==> src/rtl/alu_core.sv <==
// ----------------------------------------------------------------------------
// alu_core: sequential unsigned ALU.
// Logic, shift and add/sub ops complete on the capture edge. MUL (shift-add)
// and DIV/MOD (restoring division) take one iteration per clock for WIDTH
// clocks. Divide-by-zero and the unused op codes finish on the capture edge
// and raise error.
// ----------------------------------------------------------------------------
module alu_core #(
   parameter int WIDTH    = 8,
   parameter int OP_WIDTH = 4
) (
   input  logic                clock,
   input  logic                reset_n,
   input  logic [WIDTH-1:0]    input_a,
   input  logic [WIDTH-1:0]    input_b,
   input  logic [OP_WIDTH-1:0] operator,
   output logic                calculated,
   output logic [WIDTH-1:0]    result,
   output logic                busy,
   output logic                error
);

   // Operator encodings
   localparam logic [OP_WIDTH-1:0] OP_NOP = OP_WIDTH'(0);
   localparam logic [OP_WIDTH-1:0] OP_ADD = OP_WIDTH'(1);
   localparam logic [OP_WIDTH-1:0] OP_SUB = OP_WIDTH'(2);
   localparam logic [OP_WIDTH-1:0] OP_AND = OP_WIDTH'(3);
   localparam logic [OP_WIDTH-1:0] OP_OR  = OP_WIDTH'(4);
   localparam logic [OP_WIDTH-1:0] OP_XOR = OP_WIDTH'(5);
   localparam logic [OP_WIDTH-1:0] OP_NOT = OP_WIDTH'(6);
   localparam logic [OP_WIDTH-1:0] OP_SHL = OP_WIDTH'(7);
   localparam logic [OP_WIDTH-1:0] OP_SHR = OP_WIDTH'(8);
   localparam logic [OP_WIDTH-1:0] OP_MUL = OP_WIDTH'(9);
   localparam logic [OP_WIDTH-1:0] OP_DIV = OP_WIDTH'(10);
   localparam logic [OP_WIDTH-1:0] OP_MOD = OP_WIDTH'(11);

   // Iteration counter is wide enough to hold WIDTH-1
   localparam int CNT_W = (WIDTH > 1) ? $clog2(WIDTH) : 1;
   localparam logic [CNT_W-1:0] LAST_ITER = CNT_W'(WIDTH - 1);

   typedef enum logic {
      S_IDLE,
      S_ITER
   } state_t;

   typedef enum logic [1:0] {
      K_MUL,
      K_DIV,
      K_MOD
   } kind_t;

   state_t           r_state;
   kind_t            r_kind;
   logic [CNT_W-1:0] r_cnt;
   // r_acc:  product accumulator (MUL) or partial remainder (DIV/MOD)
   // r_opa:  multiplicand shifted left (MUL) or dividend/quotient shift reg
   // r_opb:  multiplier shifted right (MUL) or constant divisor (DIV/MOD)
   logic [WIDTH-1:0] r_acc;
   logic [WIDTH-1:0] r_opa;
   logic [WIDTH-1:0] r_opb;

   // Capture-edge decode
   logic [WIDTH-1:0] w_single_res;
   logic             w_single_err;
   logic             w_start_iter;
   kind_t            w_start_kind;

   // Iteration datapath
   logic [WIDTH-1:0] w_mul_acc;
   logic [WIDTH:0]   w_rem_shift;
   logic [WIDTH:0]   w_diff;
   logic             w_div_fit;
   logic [WIDTH-1:0] w_div_rem;
   logic [WIDTH-1:0] w_div_quot;
   logic [WIDTH-1:0] w_final_res;

   // Decode the presented operator into a one-cycle result or an iterative start
   always_comb begin
      // NOTE: every output of this block gets a default first so that no path leaves it unassigned and infers a latch.
      w_single_res = '0;
      w_single_err = 1'b0;
      w_start_iter = 1'b0;
      w_start_kind = K_MUL;
      case (operator)
         OP_ADD: w_single_res = input_a + input_b;
         OP_SUB: w_single_res = input_a - input_b;
         OP_AND: w_single_res = input_a & input_b;
         OP_OR:  w_single_res = input_a | input_b;
         OP_XOR: w_single_res = input_a ^ input_b;
         OP_NOT: w_single_res = ~input_a;
         OP_SHL: w_single_res = input_a << input_b[2:0];
         OP_SHR: w_single_res = input_a >> input_b[2:0];
         OP_MUL: begin
            w_start_iter = 1'b1;
            w_start_kind = K_MUL;
         end
         OP_DIV: begin
            if (input_b == '0) begin
               w_single_res = '1;
               w_single_err = 1'b1;
            end else begin
               w_start_iter = 1'b1;
               w_start_kind = K_DIV;
            end
         end
         OP_MOD: begin
            if (input_b == '0) begin
               w_single_res = input_a;
               w_single_err = 1'b1;
            end else begin
               w_start_iter = 1'b1;
               w_start_kind = K_MOD;
            end
         end
         default: begin
            // Illegal codes (NOP never reaches the capture path)
            w_single_res = '0;
            w_single_err = 1'b1;
         end
      endcase
   end

   // One shift-add step and one restoring-division step, plus the final pick
   always_comb begin
      w_mul_acc   = r_opb[0] ? (r_acc + r_opa) : r_acc;
      w_rem_shift = {r_acc, r_opa[WIDTH-1]};
      w_diff      = w_rem_shift - {1'b0, r_opb};
      // No borrow out of the top bit means the divisor fits this step
      w_div_fit   = ~w_diff[WIDTH];
      w_div_rem   = w_div_fit ? w_diff[WIDTH-1:0] : w_rem_shift[WIDTH-1:0];
      w_div_quot  = {r_opa[WIDTH-2:0], w_div_fit};
      case (r_kind)
         K_DIV:   w_final_res = w_div_quot;
         K_MOD:   w_final_res = w_div_rem;
         default: w_final_res = w_mul_acc;
      endcase
   end

   // Control FSM with registered status outputs and iterative datapath state
   always_ff @(posedge clock) begin
      if (!reset_n) begin
         // NOTE: state and outputs use non-blocking assignments so every register samples pre-edge values regardless of statement order.
         r_state    <= S_IDLE;
         r_kind     <= K_MUL;
         r_cnt      <= '0;
         r_acc      <= '0;
         r_opa      <= '0;
         r_opb      <= '0;
         calculated <= 1'b0;
         result     <= '0;
         busy       <= 1'b0;
         error      <= 1'b0;
      end else begin
         case (r_state)
            S_IDLE: begin
               calculated <= 1'b0;
               if (operator != OP_NOP) begin
                  if (w_start_iter) begin
                     r_state <= S_ITER;
                     r_kind  <= w_start_kind;
                     r_cnt   <= '0;
                     r_acc   <= '0;
                     r_opa   <= input_a;
                     r_opb   <= input_b;
                     busy    <= 1'b1;
                  end else begin
                     result     <= w_single_res;
                     error      <= w_single_err;
                     calculated <= 1'b1;
                  end
               end
            end

            S_ITER: begin
               // operator is deliberately ignored while iterating
               if (r_kind == K_MUL) begin
                  r_acc <= w_mul_acc;
                  r_opa <= r_opa << 1;
                  r_opb <= r_opb >> 1;
               end else begin
                  r_acc <= w_div_rem;
                  r_opa <= w_div_quot;
               end
               if (r_cnt == LAST_ITER) begin
                  r_state    <= S_IDLE;
                  result     <= w_final_res;
                  error      <= 1'b0;
                  calculated <= 1'b1;
                  busy       <= 1'b0;
               end else begin
                  r_cnt      <= r_cnt + 1'b1;
                  calculated <= 1'b0;
               end
            end

            default: begin
               r_state    <= S_IDLE;
               calculated <= 1'b0;
               busy       <= 1'b0;
            end
         endcase
      end
   end

endmodule

==> config.mk <==
export PLATFORM = sky130hd
export DESIGN_NAME = alu_core
export DESIGN_NICKNAME = d
export VERILOG_FILES = /design/src/rtl/alu_core.sv
export SDC_FILE = /design/constraint.sdc
export NUM_CORES = 1
export LEC_CHECK = 0
export CAP_MARGIN = 20
export CORE_MARGIN = 3
export CORE_UTILIZATION = 35
export DETAILED_ROUTE_END_ITERATION = 10
export GPL_TIMING_DRIVEN = 0
export SYNTH_ARGS = -nofsm -noshare
export SYNTH_HDL_FRONTEND = slang
export SYNTH_SLANG_ARGS = --single-unit
==> constraint.sdc <==
create_clock -name clock -period 3.6 [get_ports clock]
set_input_delay 0.72 -clock clock [delete_from_list [all_inputs] [get_ports clock]]
set_output_delay 0.72 -clock clock [all_outputs]
set_load 0.02 [all_outputs]
Yosys cells after proc, flatten, opt, wreduce, memory -nomap -nowiden
Cells that the tools add are included.

word-level totals
  bits of input ports = 22
  logic and storage cells = 102
  register bits after elaboration = 41

operators by class
  shift-type cells = 2
  muxes and demuxes = 48
  $add $sub $neg = 5
  bitwise gates (word level) = 6
  eq/ne operators = 20
  reductions and logical operators = 11

operators by type and width
  cell                count
  $mux 8              15
  $pmux 8 s10         1
  $pmux 8 s2          5
  $add 8x8->8         2
  $eq 4x3->1 const B  4
  $eq 4x4->1 const B  4
  $mux 1              15
  $reduce_and 3->1    5
  $pmux 1 s2          6
  $mux 3              3
  $reduce_or 9->1     1
  $sub 9x8->9         1
  $and 8x8->8         1
  $eq 4x2->1 const B  2
  $logic_not 8->1     1
  $ne 2x2->1 const B  4
  $not 8->8           1
  $or 8x8->8          1
  $shl 8x3->8         1
  $shr 8x3->8         1
  $sub 8x8->8         1
  $xor 8x8->8         1
  $pmux 3 s2          1
  $eq 4x1->1 const B  1
  12 further kinds    14

Depth between registers and ports, before layout
Gate-level depths: netlist of run 1.

  depth in word-level cells = 6
  gate-level depth with buffers = 14
  mapped depth without buffers = 13

Worst setup path before layout of run 1
No wires, ideal clock.

  path kind = input -> register
  start = input input_b[1]
  end = register result[5]
  cell stages on the path = 13
  setup time = 119 ps
  required time = 3481 ps
  path slack = 357 ps
  arrival = 3124 ps
  path buffers = 1
  path through = buf_2 -> clkinv_1 -> ha_1 -> or3b_4 -> nor2b_1 -> xnor2_1 -> ha_1 -> or2_2 -> o22ai_1 -> xor2_1 -> o211ai_1 -> a21bo_1 -> o221a_1

between the ends
  longest elaborated chain between the ends = 6

RTL lines
  what                                                                 RTL line  source
  start, declared                                                      15        input logic [WIDTH-1:0] input_b,
  parallel branches: the longest is 6 deep, another holds $sub 8x8->8  -
  end signal, assigned                                                 167       result <= w_single_res;
  end signal, assigned                                                 186       result <= w_final_res;
  end, declared                                                        18        output logic [WIDTH-1:0] result,

Several ways; the timed one is not identified. The select of a mux whose other input is x is not followed.
A chain may end at the register's enable or synchronous reset.

Worst setup path after layout of run 1
  start = input input_b[0]
  end = register result[5]

Same word-level chain as after synthesis.

==> impl_metrics.env, run 1 <==
export IMPL_run_status="completed"
export IMPL_pre_cts_slack_ns=-0.965
export IMPL_ant_nets=0
export IMPL_p_clk_share_pct=29.5
export IMPL_seqPwrFrac_pct=30.4
export IMPL_critical_path_class="in2reg"
export IMPL_worst_pin_slew_ns=0.713
export IMPL_clk_pin_slew_ns=0.06
export IMPL_hp_start="busy"
export IMPL_vias_per_cell=5.86
export IMPL_root_buffer="clkbuf_16"
export IMPL_die_y_um=119
export IMPL_cts_path_max_buffers=2
export IMPL_yosys_most_used_dff="dfxtp_1"
export IMPL_drcViolationCount=0
export IMPL_synthToLayoutAreaGrowth_pct=18.8
export IMPL_rsz0062_at_grt="no"
export IMPL_holdPathEnd="busy"
export IMPL_critical_path_required_ns=3.77
export IMPL_endpoint_kind="register"
export IMPL_holdBufCountCts=0
export IMPL_num_vias=4621
export IMPL_worst_r2r_endpoint="result[7]"
export IMPL_first_global_vias=4385
export IMPL_numCtsBuffers=5
export IMPL_overflow=0
export IMPL_ioPinCount=33
export IMPL_synthTopCellsByCount="nor2_1, nand2_1, a21oi_1"
export IMPL_diodes=0
export IMPL_nNetsFinal=691
export IMPL_drtIter0Drc=538
export IMPL_gp_congestion=0.956
export IMPL_yosys_register_bits=41
export IMPL_setup_viol=0
export IMPL_r2r_cells=11
export IMPL_die_area_um2=14300
export IMPL_grt_max_degree=13
export IMPL_p_int_mw=1.10
export IMPL_setup_ws_ns=0.123
export IMPL_max_slew_margin_pct=52.0
export IMPL_synth_nets=646
export IMPL_synthCells=576
export IMPL_hold_viol_final=0
export IMPL_async_reset_ff_share_pct=0
export IMPL_slew_viol_final=0
export IMPL_cts_tree="built"
export IMPL_swShare_pct=35.2
export IMPL_die_x_um=119
export IMPL_grt_pass1_wl_um=23700
export IMPL_placed_area_um2=5020
export IMPL_leakage_nw=2.26
export IMPL_rrSetupSlack_ns=0.51
export IMPL_drive_gt1_share_pct=10.8
export IMPL_fmax_ghz=0.288
export IMPL_ys_types=74
export IMPL_max_vdd_ir_drop_mv=0.220
export IMPL_yosysWarnings=0
export IMPL_r2r_start="r_opa[7]"
export IMPL_ys_seq_area_share_pct=18.2
export IMPL_rows=40
export IMPL_maxCapViolCount=0
export IMPL_setup_tns_ns=0
export IMPL_start_kind="input port"
export IMPL_routed_wl_um=15000
export IMPL_yosysTopAreaCellShare_pct=18.2
export IMPL_hold_class="reg2reg"
export IMPL_start_util_pct=36.6
export IMPL_p_switching_mw=0.596
export IMPL_synth_area_um2=4510
export IMPL_path_max_fanout=10
export IMPL_fin_crit_sh_pct=96.6
export IMPL_synthTopCellsByArea="dfxtp_1, ha_1, a21oi_1"
export IMPL_syn_mean_instance_area_um2=7.83
export IMPL_cp_data_arrival_time_ns=3.65
export IMPL_port_buffers=30
export IMPL_wl_per_cell_um=19.0
export IMPL_core_area_um2=12300
export IMPL_powerDensity_nw_per_um2=316
export IMPL_finClkSkew_ns=0.00456
export IMPL_grt_usage_pct=20.4
export IMPL_final_cell_area_um2=5360
export IMPL_pwr_share_comb_pct=40.1
export IMPL_first_pass_iters=6
export IMPL_htreeDepth=2
export IMPL_yosysMostFrequentCell="nor2_1"
export IMPL_finalCriticalPeriod_ns=3.48
export IMPL_antenna_found_initial=0
export IMPL_clk_latency_ns=0.28
export IMPL_synth_top_cell_by_area="dfxtp_1"
export IMPL_synth_edff_count=0
export IMPL_cts_sinks=41
export IMPL_min_path_cells=2
export IMPL_hpwl_um=11600
through the flow:
| stage | hold slack [ns] | utilization, % | instances | power (mW) |
|---|---|---|---|---|
| CTS | 0.494 | 43.0 | 788 | 1.67 |
| global route | 0.553 | 43.5 | 789 | 1.78 |
| floorplan | 0.461 | - | 576 | 0.960 |
| finish | 0.491 | 43.5 | 789 | 1.69 |
| global placement | 0.466 | 40.8 | 774 | 1.15 |
| detailed placement | 0.477 | 40.8 | 775 | 1.16 |
how the worst max path moves through the flow:
stage	endpoint	start	cells after the start
after floorplan	result[5]	input_b[1]	13
after global placement	result[4]	operator[1]	13
after detailed placement	result[4]	operator[1]	13
after CTS	result[6]	input_b[1]	15
after global routing	result[7]	operator[0]	13
final	result[5]	input_b[0]	14
cell usage in the layout (no fill, tap or decap), drive strengths merged, types with 12 or more instances in the layout:
cell and n:
a211oi 13, a21oi 46, buf 26, clkbuf 21
clkdlybuf4s50 27, dfxtp 41, ha 45, inv 32
mux2i 20, nand2 49, nor2 61, nor2b 12
o211ai 16, o21ai 30, xnor2 15
power by group through the flow:
stage	logic (mW)	clock network (mW)	registers [mW]
global placement	0.626	0	0.522
floorplan	0.429	0	0.530
CTS	0.655	0.504	0.514
finish	0.680	0.499	0.515
detailed placement	0.635	0	0.524
global route	0.738	0.524	0.519
final cells by class:
cell class / count / area (um^2)
tap: 168 / 210
timing repair buffer: 40 / 377
clock inverter: 2 / 35.0
buffer: 32 / 170
sequential: 41 / 821
fill: 1281 / 6960
multi-input combinational: 465 / 3460
inverter: 36 / 155
clock buffer: 5 / 125
what timing repair did:
item / CTS / global route
gates cloned: 0 / 0
setup endpoints to repair: 10 / 5
resized for setup: 18 / 13
buffers inserted: 7 / 2
pin swaps: 7 / 4
state kept, by name, summed over array words and instances (netlist names):
signal and cells:
r_opa 8, calculated 1, r_state 1, error 1
r_cnt 3, result 8, r_kind 2, busy 1
r_acc 8, r_opb 8
per-layer routing:
layer	wire, um	track usage [%]	up-vias
li1	-	-	2210
met1	6700	28.2	2207
met2	7000	33.5	175
met3	924	1.98	29
met4	382	6.37	0
met5	0	0	-
critical path, stage by stage:
cell and delay (ns):
dlygate4sd2_1 0.30, buf_6 0.17, clkinvlp_4 0.09, ha_1 0.17, or3b_4 0.39, nor2b_2 0.18
xnor2_2 0.13, ha_2 0.22, or2_2 0.32, o22ai_4 0.12, xor2_1 0.19, o211ai_1 0.17
a21bo_1 0.26, o221a_1 0.20
logic make-up (layout without fill, tap and decap cells):
family	after synthesis	count (layout)	synth area share (%)
buf+inv	70	115	6.52
xor+xnor	20	20	3.89
fa+ha+maj	48	48	13.8
flops	41	41	18.2
compound gates	192	192	30.3
simple gates	175	175	18.7
mux	30	30	8.52
Power figures use the tool's default switching activity.
==> run 2, diff against run 1 <==
--- a/config.mk
+++ b/config.mk
@@ -5,9 +5,11 @@
 export SDC_FILE = /design/constraint.sdc
 export NUM_CORES = 1
 export LEC_CHECK = 0
-export CAP_MARGIN = 20
+export CAP_MARGIN = 10
 export CORE_MARGIN = 3
 export CORE_UTILIZATION = 35
+export CTS_CLUSTER_DIAMETER = 80
+export CTS_CLUSTER_SIZE = 16
 export DETAILED_ROUTE_END_ITERATION = 10
 export GPL_TIMING_DRIVEN = 0
 export SYNTH_ARGS = -nofsm -noshare
==> run 2 against run 1 <==
  * First-iteration DRC count is 5.8% lower
  * Total power is 0.36% higher
  * Sequential share of layout area hardly changed
  * Cell area hardly changed
  * Register-to-register slack worse by 0.03 ns
  * Worst setup slack better by 0.0027 ns
  * Count of clock-buffer cells in the layout stayed put
  * Critical endpoint is now result[6]
==> impl_metrics.env, run 2 (synthesized netlist as in run 1, its figures left out) <==
export IMPL_num_vias=4586
export IMPL_grt_busiest_layer="met2"
export IMPL_endpoint_kind="register"
export IMPL_grt_util_met1_pct=27.7
export IMPL_hpwl_um=11600
export IMPL_root_buffer="clkbuf_16"
export IMPL_gp_congestion=0.956
export IMPL_cts_path_max_buffers=2
export IMPL_clk_pin_slew_ns=0.06
export IMPL_fin_crit_sh_pct=96.5
export IMPL_multi_input_area_um2=3470
export IMPL_min_path_cells=2
export IMPL_n_fill_cell=1265
export IMPL_overflow=0
export IMPL_grt_usage_pct=20.2
export IMPL_first_global_vias=4255
export IMPL_rows=40
export IMPL_worst_pin_slew_ns=0.850
export IMPL_placed_area_um2=5020
export IMPL_drive_gt1_share_pct=10.5
export IMPL_regArea_um2=821
export IMPL_maxCapViolCount=0
export IMPL_die_y_um=119
export IMPL_r2r_start="r_opa[7]"
export IMPL_die_area_um2=14300
export IMPL_htreeDepth=2
export IMPL_hold_viol_final=0
export IMPL_first_pass_iters=6
export IMPL_critical_path_slowest_cell="clkdlybuf4s50_1"
export IMPL_diodes=0
export IMPL_r2r_cells=11
export IMPL_path_depth=13
export IMPL_grt_pass1_wl_um=23200
export IMPL_antenna_found_initial=0
export IMPL_run_status="completed"
export IMPL_final_cell_area_um2=5360
export IMPL_cts_sinks=41
export IMPL_drcViolationCount=0
export IMPL_grt_max_degree=13
export IMPL_slew_viol_final=0
export IMPL_start_kind="input port"
export IMPL_nNetsFinal=690
export IMPL_clk_latency_ns=0.28
export IMPL_critical_path_class="in2reg"
export IMPL_cp_data_arrival_time_ns=3.64
export IMPL_critical_path_required_ns=3.76
export IMPL_cp_cell_sequence="clkdlybuf4s50_1, and2b_2, and2_4, nor2_1, xnor2_1, ha_1, nor2b_2, o31a_1, o21a_1, nor3_2, nor3_4, o31ai_4, a31oi_1"
export IMPL_met2_usage_pct=34.0
export IMPL_drtIter0Drc=507
export IMPL_finalCriticalPeriod_ns=3.47
export IMPL_final_cell_mix="nor2_1, nand2_1, a21oi_1"
export IMPL_cts_tree="built"
export IMPL_leakage_nw=2.25
export IMPL_powerDensity_nw_per_um2=317
export IMPL_numCtsBuffers=5
export IMPL_core_area_um2=12300
export IMPL_crit_start="operator[0]"
export IMPL_max_vdd_ir_drop_mv=0.163
export IMPL_die_x_um=119
export IMPL_synthToLayoutAreaGrowth_pct=18.9
export IMPL_grt_util_met3_pct=1.79
export IMPL_ant_nets=0
export IMPL_setup_viol=0
export IMPL_max_slew_margin_pct=43.2
export IMPL_port_buffers=30
export IMPL_crit_family="simple AND/OR/NAND/NOR gates"
export IMPL_hold_class="reg2reg"
export IMPL_hp_start="busy"
export IMPL_layout_commonest_cell="nor2_1"
export IMPL_finClkSkew_ns=0.00461
export IMPL_holdBufCountCts=0
export IMPL_max_stage_delay_ns=0.56
export IMPL_path_buf_inv=1
export IMPL_hold_ws_ns=0.491
export IMPL_wl_per_cell_um=19.1
export IMPL_ioPinCount=33
export IMPL_path_max_fanout=7
export IMPL_start_util_pct=36.6
export IMPL_fmax_ghz=0.288
export IMPL_vias_per_cell=5.82
export IMPL_routed_wl_um=15100
-- run 2: cell count changes in the layout (fill, tap and decap cells not counted), sizes merged --
| cell | delta |
|---|---|
| buf | -2 |
| clkbuf | +1 |
-- run 2: cell type report --
cell class	instances	share of cell area (%)
buffer	33	3.25
clock buffer	5	2.33
clock inverter	2	0.654
inverter	36	2.90
multi-input combinational	465	64.8
sequential	41	15.3
tap	168	3.92
timing repair buffer	38	6.79
-- run 2: worst reg2reg max path, delay by kind of cell (launching register included) --
family	cells	cell delay (ns)
AO/OA/AOI/OAI	7	2.03
adder cells (fa/ha/maj)	2	0.57
buffers and inverters	2	0.14
flip-flops	1	0.33
-- run 2: per-stage QoR --
step           power [mW]  TNS, ns  setup slack [ns]  utilization [%]  instances
6_report             1.70        0             0.126             43.5        788
5_1_grt              1.78  -0.0128           -0.0128             43.5        788
4_1_cts              1.68        0            0.0165             43.1        786
3_5_place_dp         1.16   -11.22            -0.937             40.8        774
3_3_place_gp         1.15   -10.38            -0.960             40.8        774
2_1_floorplan       0.960        0             0.357                -        576
-- run 2: path summary, 6_finish.rpt --
kind,to,slack [ns]
min,busy,0.49
min reg2reg,busy,0.49
max,result[6],0.13
max reg2reg,result[7],0.48
-- run 2: power by group --
| part | total, mW | internal [mW] | leakage [nW] | switching (mW) |
|---|---|---|---|---|
| combinational | 0.680 | 0.289 | 1.83 | 0.392 |
| clock | 0.506 | 0.322 | 0.0797 | 0.184 |
| sequential | 0.514 | 0.486 | 0.336 | 0.0280 |
| total | 1.70 | 1.10 | 2.25 | 0.604 |
-- run 2: what timing repair did --
| action | CTS | global route |
|---|---|---|
| pin swaps | 5 | 7 |
| endpoints found under the hold margin | 0 | 0 |
| setup buffers | 6 | 2 |
| resized for setup | 23 | 8 |
| endpoints found under the setup margin | 21 | 5 |
-- run 2: per-layer routing --
metal | wire, um | up-vias
met5 | 0 | -
met4 | 310 | 0
met3 | 683 | 26
met2 | 7110 | 148
met1 | 6950 | 2203
li1 | - | 2209
==> run 3, diff against run 2 <==
--- a/config.mk
+++ b/config.mk
@@ -12,6 +12,7 @@
 export CTS_CLUSTER_SIZE = 16
 export DETAILED_ROUTE_END_ITERATION = 10
 export GPL_TIMING_DRIVEN = 0
+export SETUP_SLACK_MARGIN = 0.1
 export SYNTH_ARGS = -nofsm -noshare
 export SYNTH_HDL_FRONTEND = slang
 export SYNTH_SLANG_ARGS = --single-unit
==> run 3 against run 2 <==
  * Sequential power hardly changed
  * Worst setup slack better by 0.064 ns
  * Register-to-register slack hardly changed
  * Count of clock-buffer cells in the layout stayed put
  * Largest cell class unchanged
  * Sequential share of layout area about the same
  * First-iteration DRC count fell by 4.9%
==> impl_metrics.env, run 3 (synthesized netlist as in run 1, its figures left out) <==
export IMPL_cts_tree="built"
export IMPL_first_global_vias=4270
export IMPL_fmax_ghz=0.293
export IMPL_drtIter0Drc=482
export IMPL_pre_cts_slack_ns=-0.937
export IMPL_holdBufCountCts=0
export IMPL_port_buffers=30
export IMPL_nNetsFinal=691
export IMPL_synthToLayoutAreaGrowth_pct=19.2
export IMPL_grt_usage_pct=20.3
export IMPL_grt_pass1_wl_um=23300
export IMPL_cts_sinks=41
export IMPL_hp_start="busy"
export IMPL_endpoint_kind="register"
export IMPL_htreeDepth=2
export IMPL_critical_path_slowest_cell="or3b_4"
export IMPL_routed_wl_um=15000
export IMPL_die_area_um2=14300
export IMPL_grt_max_degree=13
export IMPL_maxCapViolCount=0
export IMPL_wl_per_cell_um=19.0
export IMPL_die_y_um=119
export IMPL_antenna_found_initial=0
export IMPL_root_buffer="clkbuf_16"
export IMPL_final_cell_mix="nor2_1, nand2_1, a21oi_1"
export IMPL_leakage_nw=2.25
export IMPL_max_slew_margin_pct=44.5
export IMPL_setup_viol=0
export IMPL_vias_per_cell=5.84
export IMPL_die_x_um=119
export IMPL_finClkSkew_ns=0.00675
export IMPL_core_area_um2=12300
export IMPL_critical_path_required_ns=3.81
export IMPL_max_stage_delay_ns=0.38
export IMPL_numCtsBuffers=5
export IMPL_clk_pin_slew_ns=0.06
export IMPL_setup_ws_ns=0.189
export IMPL_post_route_util_pct=43.6
export IMPL_cpMostUsedCell="o21a_1"
export IMPL_start_util_pct=36.6
export IMPL_gp_congestion=0.956
export IMPL_rows=40
export IMPL_drcViolationCount=0
export IMPL_first_pass_iters=6
export IMPL_hpwl_um=11600
export IMPL_overflow=0
export IMPL_drive_gt1_share_pct=11.1
export IMPL_cp_data_arrival_time_ns=3.62
export IMPL_ioPinCount=33
export IMPL_hold_viol_final=0
export IMPL_finalCriticalPeriod_ns=3.41
export IMPL_start_kind="input port"
export IMPL_run_status="completed"
export IMPL_layout_commonest_cell="nor2_1"
export IMPL_r2r_start="r_opa[7]"
export IMPL_crit_family="compound AO/OA/AOI/OAI gates"
export IMPL_ant_nets=0
export IMPL_fin_crit_sh_pct=94.7
export IMPL_powerDensity_nw_per_um2=316
export IMPL_path_buf_inv=3
export IMPL_cts_path_max_buffers=2
export IMPL_max_vdd_ir_drop_mv=0.165
export IMPL_worst_pin_slew_ns=0.831
export IMPL_cp_cell_sequence="dlygate4sd2_1, buf_6, clkinvlp_4, ha_1, or3b_4, nor2b_1, xnor2_1, ha_2, o21a_1, o31a_1, o21a_1, o21a_1, nor3_2, o31ai_4, a31oi_1"
export IMPL_diodes=0
export IMPL_clk_latency_ns=0.28
export IMPL_hold_class="reg2reg"
export IMPL_path_max_fanout=10
export IMPL_num_vias=4611
export IMPL_slew_viol_final=0
export IMPL_critical_path_class="in2reg"
export IMPL_rsz0062_at_grt="yes"
export IMPL_crit_start="input_b[0]"
==> run 3: power breakdown <==
part	leakage [nW]	total [mW]	switching [mW]	internal [mW]
logic	1.83	0.683	0.393	0.290
clock network	0.0797	0.502	0.180	0.322
registers	0.336	0.514	0.0278	0.486
total	2.25	1.70	0.601	1.10
==> run 3: final cells by class <==
class,count,area (um^2)
clock inverters,2,35.0
flip-flops and latches,41,821
clock buffers,5,125
fillers,1266,6940
inverters,36,153
repair buffers,38,355
plain buffers,34,188
multi-input cells,465,3490
well taps,168,210
==> run 3: worst register-to-register path, cell delays in order, from the launching register on <==
cell and delay, ns:
dfxtp_1 0.34, inv_1 0.08, ha_1 0.15, inv_1 0.05, fa_1 0.42, a211oi_2 0.33
o211ai_1 0.15, a221o_1 0.46, a311oi_2 0.32, a221oi_1 0.15, a221oi_1 0.40, o31a_1 0.19
==> run 3: per-stage QoR <==
step	cells	total power [mW]	hold WS [ns]	area, um^2	setup TNS [ns]
floorplan	576	0.960	0.461	4510	0
global placement	774	1.15	0.466	5020	-10.38
detailed placement	774	1.16	0.477	5020	-11.22
CTS	787	1.69	0.494	5340	0
global route	789	1.78	0.552	5370	0
finish	789	1.70	0.492	5370	0
==> run 3: per-layer routing <==
layer  global-route usage [%]  vias to the layer above  part of all wire [%]
li1                         -                     2225                     -
met1                     27.9                     2194                    45
met3                     1.84                       20                   5.3
met4                     5.80                        0                   2.0
met5                        0                        -                     0
met2                     33.9                      172                    48
==> run 3: timing repair <==
| item | in CTS | in global routing |
|---|---|---|
| endpoints found under the setup margin | 26 | 4 |
| gates resized for setup | 33 | 3 |
| pin swaps | 10 | 5 |
| buffers inserted | 6 | 2 |
==> run 3: final timing paths <==
kind | endpoint | slack [ns] | cells past startpoint
hold / removal | busy | 0.49 | 2
setup / recovery | result[6] | 0.19 | 15
hold reg to reg | busy | 0.49 | 2
setup reg to reg | result[7] | 0.49 | 11
